$ cat src/rtl/display_sequencer_pkg.sv
// Shared constants for the seven-segment display sequencer: state codes and default timing.
package display_sequencer_pkg;

    localparam int unsigned STATE_W   = 3;
    localparam int unsigned DATA_W    = 8;
    localparam int unsigned DIGIT_W   = 4;
    localparam int unsigned DEF_DWELL = 12000;
    localparam int unsigned DEF_GAP   = 3000;
    localparam int unsigned DEF_CNT_W = 16;

    localparam logic [STATE_W-1:0] S_IDLE = 3'd0;
    localparam logic [STATE_W-1:0] S_HI   = 3'd1;
    localparam logic [STATE_W-1:0] S_GAP1 = 3'd2;
    localparam logic [STATE_W-1:0] S_LO   = 3'd3;
    localparam logic [STATE_W-1:0] S_GAP2 = 3'd4;

endpackage

$ cat src/rtl/display_sequencer_dwell_timer.sv
// Per-state cycle counter: counts 0..limit, saturates there, and flags the last cycle.
module dwell_timer #(
    parameter int unsigned CNT_W = 16
) (
    input  logic             clk,
    input  logic             rst_n,
    input  logic             clear,
    input  logic             enable,
    input  logic [CNT_W-1:0] limit,
    output logic [CNT_W-1:0] cnt,
    output logic             last_c
);

    assign last_c = (cnt == limit);

    // Clear wins over counting so a state change always starts the new state at zero.
    always_ff @(posedge clk or negedge rst_n) begin
        if (!rst_n) begin
            cnt <= '0;
        end else if (clear) begin
            cnt <= '0;
        end else if (enable && !last_c) begin
            cnt <= cnt + CNT_W'(1);
        end
    end

endmodule

$ cat src/rtl/display_sequencer.sv
// Captures an 8-bit value and shows it as high nibble (DP lit), gap, low nibble, gap.
module display_sequencer
    import display_sequencer_pkg::*;
#(
    parameter int unsigned DWELL  = DEF_DWELL,
    parameter int unsigned GAP    = DEF_GAP,
    parameter logic        REPEAT = 1'b1,
    parameter int unsigned CNT_W  = DEF_CNT_W
) (
    input  logic        clk,
    input  logic        rst_n,
    input  logic        ena,
    input  logic        in_valid,
    input  logic [7:0]  in_data,
    output logic        in_ready,
    output logic [3:0]  digit,
    output logic        blank,
    output logic        dp,
    output logic        busy,
    output logic        frame_done
);

    logic [STATE_W-1:0] state_q;
    logic [STATE_W-1:0] state_d;
    logic [DATA_W-1:0]  data_q;
    logic [CNT_W-1:0]   cnt;
    logic [CNT_W-1:0]   limit;
    logic               last_c;
    logic               accept;
    logic               clear;

    assign in_ready = ena && ((state_q == S_IDLE) || (state_q == S_GAP2));
    assign accept   = in_valid && in_ready;
    assign clear    = (state_d != state_q);

    always_comb begin
        limit = '0;
        case (state_q)
            S_HI, S_LO:     limit = CNT_W'(DWELL - 1);
            S_GAP1, S_GAP2: limit = CNT_W'(GAP - 1);
            default:        limit = '0;
        endcase
    end

    dwell_timer #(
        .CNT_W (CNT_W)
    ) u_timer (
        .clk    (clk),
        .rst_n  (rst_n),
        .clear  (clear),
        .enable (ena),
        .limit  (limit),
        .cnt    (cnt),
        .last_c (last_c)
    );

    always_ff @(posedge clk or negedge rst_n) begin
        if (!rst_n) begin
            state_q <= S_IDLE;
            data_q  <= '0;
        end else begin
            state_q <= state_d;
            if (accept) begin
                data_q <= in_data;
            end
        end
    end

    // Next state; a new value accepted during GAP2 preempts the end-of-frame decision.
    always_comb begin
        state_d = state_q;
        if (ena) begin
            case (state_q)
                S_IDLE: if (accept) state_d = S_HI;
                S_HI:   if (last_c) state_d = S_GAP1;
                S_GAP1: if (last_c) state_d = S_LO;
                S_LO:   if (last_c) state_d = S_GAP2;
                S_GAP2: begin
                    if (accept) begin
                        state_d = S_HI;
                    end else if (last_c) begin
                        state_d = REPEAT ? S_HI : S_IDLE;
                    end
                end
                default: state_d = S_IDLE;
            endcase
        end
    end

    // Display outputs follow registered state and data only.
    always_comb begin
        digit      = '0;
        blank      = 1'b1;
        dp         = 1'b0;
        busy       = (state_q != S_IDLE);
        frame_done = (state_q == S_GAP2) && last_c && ena && !accept;
        case (state_q)
            S_HI: begin
                digit = data_q[7:4];
                blank = 1'b0;
                dp    = 1'b1;
            end
            S_GAP1, S_GAP2: digit = data_q[3:0];
            S_LO: begin
                digit = data_q[3:0];
                blank = 1'b0;
            end
            default: digit = '0;
        endcase
    end

endmodule

$ cat config.mk
export PLATFORM = sky130hd
export DESIGN_NAME = display_sequencer
export DESIGN_NICKNAME = d
export VERILOG_FILES = /design/src/rtl/display_sequencer_pkg.sv /design/src/rtl/display_sequencer_dwell_timer.sv /design/src/rtl/display_sequencer.sv
export SDC_FILE = /design/constraint.sdc
export NUM_CORES = 1
export LEC_CHECK = 0
export ABC_CLOCK_PERIOD_IN_PS = 3500
export BUFFER_PORTS_ARGS = -buffer_cell sky130_fd_sc_hd__buf_2
export CAP_MARGIN = 20
export CORE_ASPECT_RATIO = 0.5
export CORE_MARGIN = 1
export CORE_UTILIZATION = 61
export DETAILED_ROUTE_END_ITERATION = 12
export PLACE_DENSITY = 0.82
export SYNTH_ARGS = -nofsm -noshare
export SYNTH_HDL_FRONTEND = slang
export SYNTH_SLANG_ARGS = --single-unit
$ cat constraint.sdc
create_clock -name clk -period 3.5 [get_ports clk]
set_input_delay 0.35 -clock clk [delete_from_list [all_inputs] [get_ports clk]]
set_output_delay 0.35 -clock clk [all_outputs]
set_load 0.02 [all_outputs]
Word level (Yosys, flattened, before mapping)
Index checks and enable logic that the tools add are counted.
Widths: inputs -> output; s select.
{"block": "word_totals", "reg_bits": 27, "in_bits": 12, "output_inout_bits": 9, "word_cells": 39}
{"block": "classes", "add_sub_neg": 1, "eq_ne": 6, "mux": 14, "reduce_logical": 15}
{"cell": "$mux 16", "count": 2}
{"cell": "$pmux 14 s2", "count": 1}
{"cell": "$mux 3", "count": 7}
{"cell": "$add 16x1->16 const B", "count": 1}
{"cell": "$eq 16x14->1", "count": 1}
{"cell": "$pmux 3 s5", "count": 1}
{"cell": "$pmux 4 s2", "count": 1}
{"cell": "$eq 3x2->1 const B", "count": 2}
{"cell": "$logic_and 1x1->1", "count": 6}
{"cell": "$reduce_or 2->1", "count": 2}
{"cell": "$eq 3x1->1 const B", "count": 1}
{"cell": "$eq 3x3->1 const B", "count": 1}
{"cell": "$logic_not 3->1", "count": 1}
{"cell": "$ne 3x3->1", "count": 1}
{"cell": "$reduce_bool 3->1", "count": 1}
{"cell": "$reduce_or 3->1", "count": 1}
{"cell": "$logic_not 1->1", "count": 2}
{"cell": "$mux 1", "count": 2}
{"cell": "$reduce_bool 2->1", "count": 1}
{"cell": "$logic_or 1x1->1", "count": 1}

Longest topological paths before layout
{"block": "logic_depth", "ltp_word": 10, "depth_mapped": 10, "mapped_depth_nobuf": 7}

Hierarchy
Synthesis repeated with hierarchy kept, for this count alone.
{"block": "hier_totals", "hier_cells": 178, "area_unflattened_um2": 1783.0}
{"mod": "dwell_timer", "instances": 1, "cells_per_inst": 117, "area_each_um2": 1086.0, "seq_area_each_um2": 400.4}
{"mod": "display_sequencer", "instances": 1, "cells_per_inst": 61, "area_each_um2": 696.9, "seq_area_each_um2": 275.3}

Least setup slack after synthesis
Ideal clock, no wire load.
{"block": "synth_timing", "kind": "register to output", "startpoint": "reg state_q[1]", "endpoint": "out frame_done", "arrival_ns": 2.143, "required_time_ns": 3.150, "slack_ns": 1.007, "stages_incl_launch_ff": 9, "n_path_buf": 2, "cell_sequence": "dfrtp_1 -> buf_2 -> o21a_1 -> or4_1 -> a21oi_2 -> and2_1 -> buf_4 -> nand2_1 -> nor3_1"}
{"block": "synth_between", "elab_chain_len": 7, "elab_cells_between_ends": 16, "classes_between": "eq/ne: 5; mux: 1; reduce/logical: 10"}
{"element": "from (decl)", "line_no": "display_sequencer.sv:23", "source": "logic [STATE_W-1:0] state_q;"}
{"element": "from (signal assigned)", "line_no": "display_sequencer.sv:62", "source": "state_q <= state_d;"}
{"element": "$eq 3x3->1, or another cell as far along", "line_no": "display_sequencer.sv:32, display_sequencer.sv:38, display_sequencer.sv:96"}
{"element": "$reduce_or 2->1 (on tied branches)"}
{"element": "$pmux 14 s2", "line_no": "display_sequencer.sv:38", "source": "case (state_q)"}
{"element": "$eq 16x14->1", "line_no": "display_sequencer_dwell_timer.sv:14", "source": "assign last_c = (cnt == limit);"}
{"element": "$logic_and 1x1->1 (2 in a row)", "line_no": "display_sequencer.sv:96", "source": "frame_done = (state_q == S_GAP2) && last_c && ena && !accept;"}
{"element": "$logic_and 1x1->1 *", "line_no": "display_sequencer.sv:96"}
{"element": "to (decl)", "line_no": "display_sequencer.sv:20", "source": "output logic frame_done"}
Mark *: on every way between the ends. The rest lies on a longest branch, timed or not.

Worst setup path in the final report
{"block": "layout_timing", "startpoint": "reg state_q[2]", "endpoint": "out frame_done"}
The elaborated chain is that of the path after synthesis.

==> metrics.md <==
| Metric | Value |
|---|---|
| Outcome | finished, final reports clean |
| Chip height | 38.5 um |
| Synth top area cells | dfrtp_1, mux2_2, nor2_1, and3_1, nand4_1 |
| Peak per-stage delay on the critical path | 0.69 ns |
| Final Cell Area | 0.00175 sq mm |
| Synth Register Bits | 27 |
| Die area | 0.00288 sq mm |
| DPL Wire Length | 2.32 mm |
| Worst min path class | input port to async pin |
| Met1 Wirelength | 1.61 mm |
| F_max | 333 MHz |
| Drt first pass iters | 4 |
| Final min period | 3.00 ns |
| Share of post-route cells with drive strength above 1 | 0.208 |
| Dpl cells | 214 |
| Synth top area share | 0.417 |
| Port bufs | 20 |
| Number of H-tree levels | 1 |
| Total track usage | 0.266 |
| Worst rel slew slack | 0.608 |
| Initial Util | 0.688 |
| Max_cap viols | 0 |
| Dominant synthesized flop cell | dfrtp_1 |
| Slew Limit Fails | 0 |
| Power, Total | 0.657 mW |
| CP top delay family | simple AND/OR/NAND/NOR gates |
| R2R Setup Slk | 0.96 ns |
| Final setup fails | 0 |
| DRT Wirelength | 3.37 mm |
| Post-CTS Setup Bufs | 0 |
| Leakage Power | ~0.82 nW |
| Critical path's slowest cell | dfrtp_1 |
| Drt initial violations | 100 |
| Final Hold Vio Count | 0 |
| Core Rows | 12 |
| Number of remaining DRC errors | 0 |
| Post-Syn Instances | 170 |
| Count of cell types in the netlist | 45 |
| Final ANT Viol Nets | 0 |
| Avg Cell Area, Syn | about 9.5 sq um |
| Crit path launch type | flop |
| Mapped Nets | 183 |
| WL per Instance | 15.4 um |
| Final Skew | between 0.004 and 0.005 ns |
| Hold buffers post-CTS | 0 |
| Initial antenna violation count | 0 |
| Final worst path period share | 0.857 |
| Clock Sinks | 27 |
| Top layer in use | met4 |
| Mapped cell area | 0.00162 sq mm |
| Area Growth Syn to Fin | 8.18% |
| Final worst setup slack | 0.499 ns |
| Gr ovfl total | 0 |
| Clock tree buffer depth | 2 |
| First-pass GRT wire length | 5.50 mm |
| Total CTS buffers | 3 |
| Wire length on met3 | 265 um |
| Vias per cell | 6.25 |
| RR Endpoint | u_timer.cnt[14] |
| Slew of the pin with the lowest slew margin | between 0.5 and 0.6 ns |
| Clock root cell | clkbuf_8 |
| Number of non-filler instances in the completed layout | 218 |
| Cell with the most instances on the worst path | nor3_1 |
| Diode count | 0 |
| Place WS | around 0.87 ns |
| YS warnings | 0 |
| Dpl cell area | 0.00171 sq mm |
| WHS | 0.0716 ns |
| Gpl congestion | 0.831 |
| Layout Nets | 197 |
| CP Class | flop to output pin |
| Post-CTS sizing | 0 |
| Die Wd | 74.9 um |
| RSZ-0062 raised after global routing | false |
| CTS tree | done |
| R2R depth | 6 |
| Vias post-DR | 1363 |
| Largest net degree at the start of global routing | 28 |
| IR drop worst, VDD | 212 uV |
| EDFF count, synth | 0 |
| Seq/Total Area, Yosys | 0.417 |
| CP endpoint kind | output pin |
| Worst skew pair latency | 0.27 ns |
| CP required | about 3.2 ns |
| Met2 wire length | 1.48 mm |
| Vias in the first global route | 1191 |
| Crit path cell chain | nor3_1 -> or4_1 -> a21oi_2 -> and2_1 -> nand2_1 -> nor3_1 -> buf_2 |
| Buf/Inv on CP | 1 |
| CP max FO | 19 |
| Core area | 0.00236 sq mm |
| Worst-path clk slew | 0.09 ns |
| Power per standard cell area | 374 mW/mm^2 |
| Worst r2r src | state_q[2] |
| Crit path DAT | 2.65 ns |
| Post-Route Utilization | 0.744 |
| Yosys top cell by area | dfrtp_1 |
| Setup TNS Final | 0 ns |
| Post-synth ARST share | 1.00 |
| IO Pins | 21 |
==> worst reg2reg max path, delay by kind of cell, from the launching register on <==
family / cells / cell delay [ns]
compound gates: 3 / 0.70
flops: 1 / 0.69
simple gates: 3 / 1.01
==> kinds of logic after synthesis <==
kind of cell / synth area share
AOI/OAI and AO/OA: 0.177
xor gates and xnor gates: 0.0486
adders and majority gates: 0.00771
buffers and inverters: 0.0440
DFF: 0.417
muxes: 0.0872
and+or+nand+nor: 0.219
==> worst max-delay path by stage <==
stage	depth (start not counted)	end	slack, ns	start
detailed placement	7	frame_done	0.87	state_q[2]
floorplan	8	frame_done	1.01	state_q[1]
global route	7	frame_done	0.34	state_q[2]
global placement	7	frame_done	0.91	state_q[2]
finish	7	frame_done	0.50	state_q[2]
CTS	7	frame_done	0.56	state_q[2]
==> where the power goes <==
| part | internal, mW | switching [mW] |
|---|---|---|
| combinational | 0.0468 | 0.0553 |
| sequential | 0.336 | 0.0466 |
| clock | 0.0814 | 0.0907 |
==> Yosys cell counts, drive strengths merged, types with 2 or more instances <==
cell and count:
and3 8, mux2 9, inv 4, or4 3, clkbuf 5, nor3 5
and2 2, o21a 2, nor2 20, o21ai 5, a22oi 4, and4 2
mux2i 4, a2111oi 5, xnor2 4, buf 6, a211oi 2, o22ai 4
nand2 10, a21oi 8, nand3 4, dfrtp 27, nand4 8, xor2 5
==> state kept, by name, indices dropped and copies added (netlist names) <==
name         count
data_q           8
state_q          3
u_timer.cnt     16
==> cell usage in the layout (no fill, tap or decap), types with 2 or more instances in the layout <==
master	netlist	routed
a22oi_1	4	4
xor2_1	5	5
dfrtp_1	27	27
nand3_1	4	4
nand4_1	8	8
clkbuf_8	0	3
a2111oi_1	4	4
inv_1	3	3
a21oi_2	2	2
o22ai_1	4	4
and3_1	8	8
a211oi_1	2	2
xnor2_1	4	4
mux2i_1	4	4
and2_1	2	2
buf_2	3	20
o21ai_0	5	5
mux2_2	9	9
nand2_1	10	10
nor2_1	20	20
a21oi_1	6	6
o21a_1	2	2
nor3_1	5	5
or4_1	3	3
==> routing by layer <==
metal / vias to the layer above / GRT usage
met4: 0 / 0.0330
met3: 2 / 0.0632
met1: 650 / 0.351
li1: 659 / -
met2: 52 / 0.462
met5: - / 0
==> area by class of cell <==
cell class              count  area, sq um
well taps                  35         43.8
multi-input cells         128          875
inverters                   4         15.0
repair buffers             20          100
clock buffers               4         45.0
fillers                   189          603
flip-flops and latches     27          676
(Power assumes the default switching activity.)
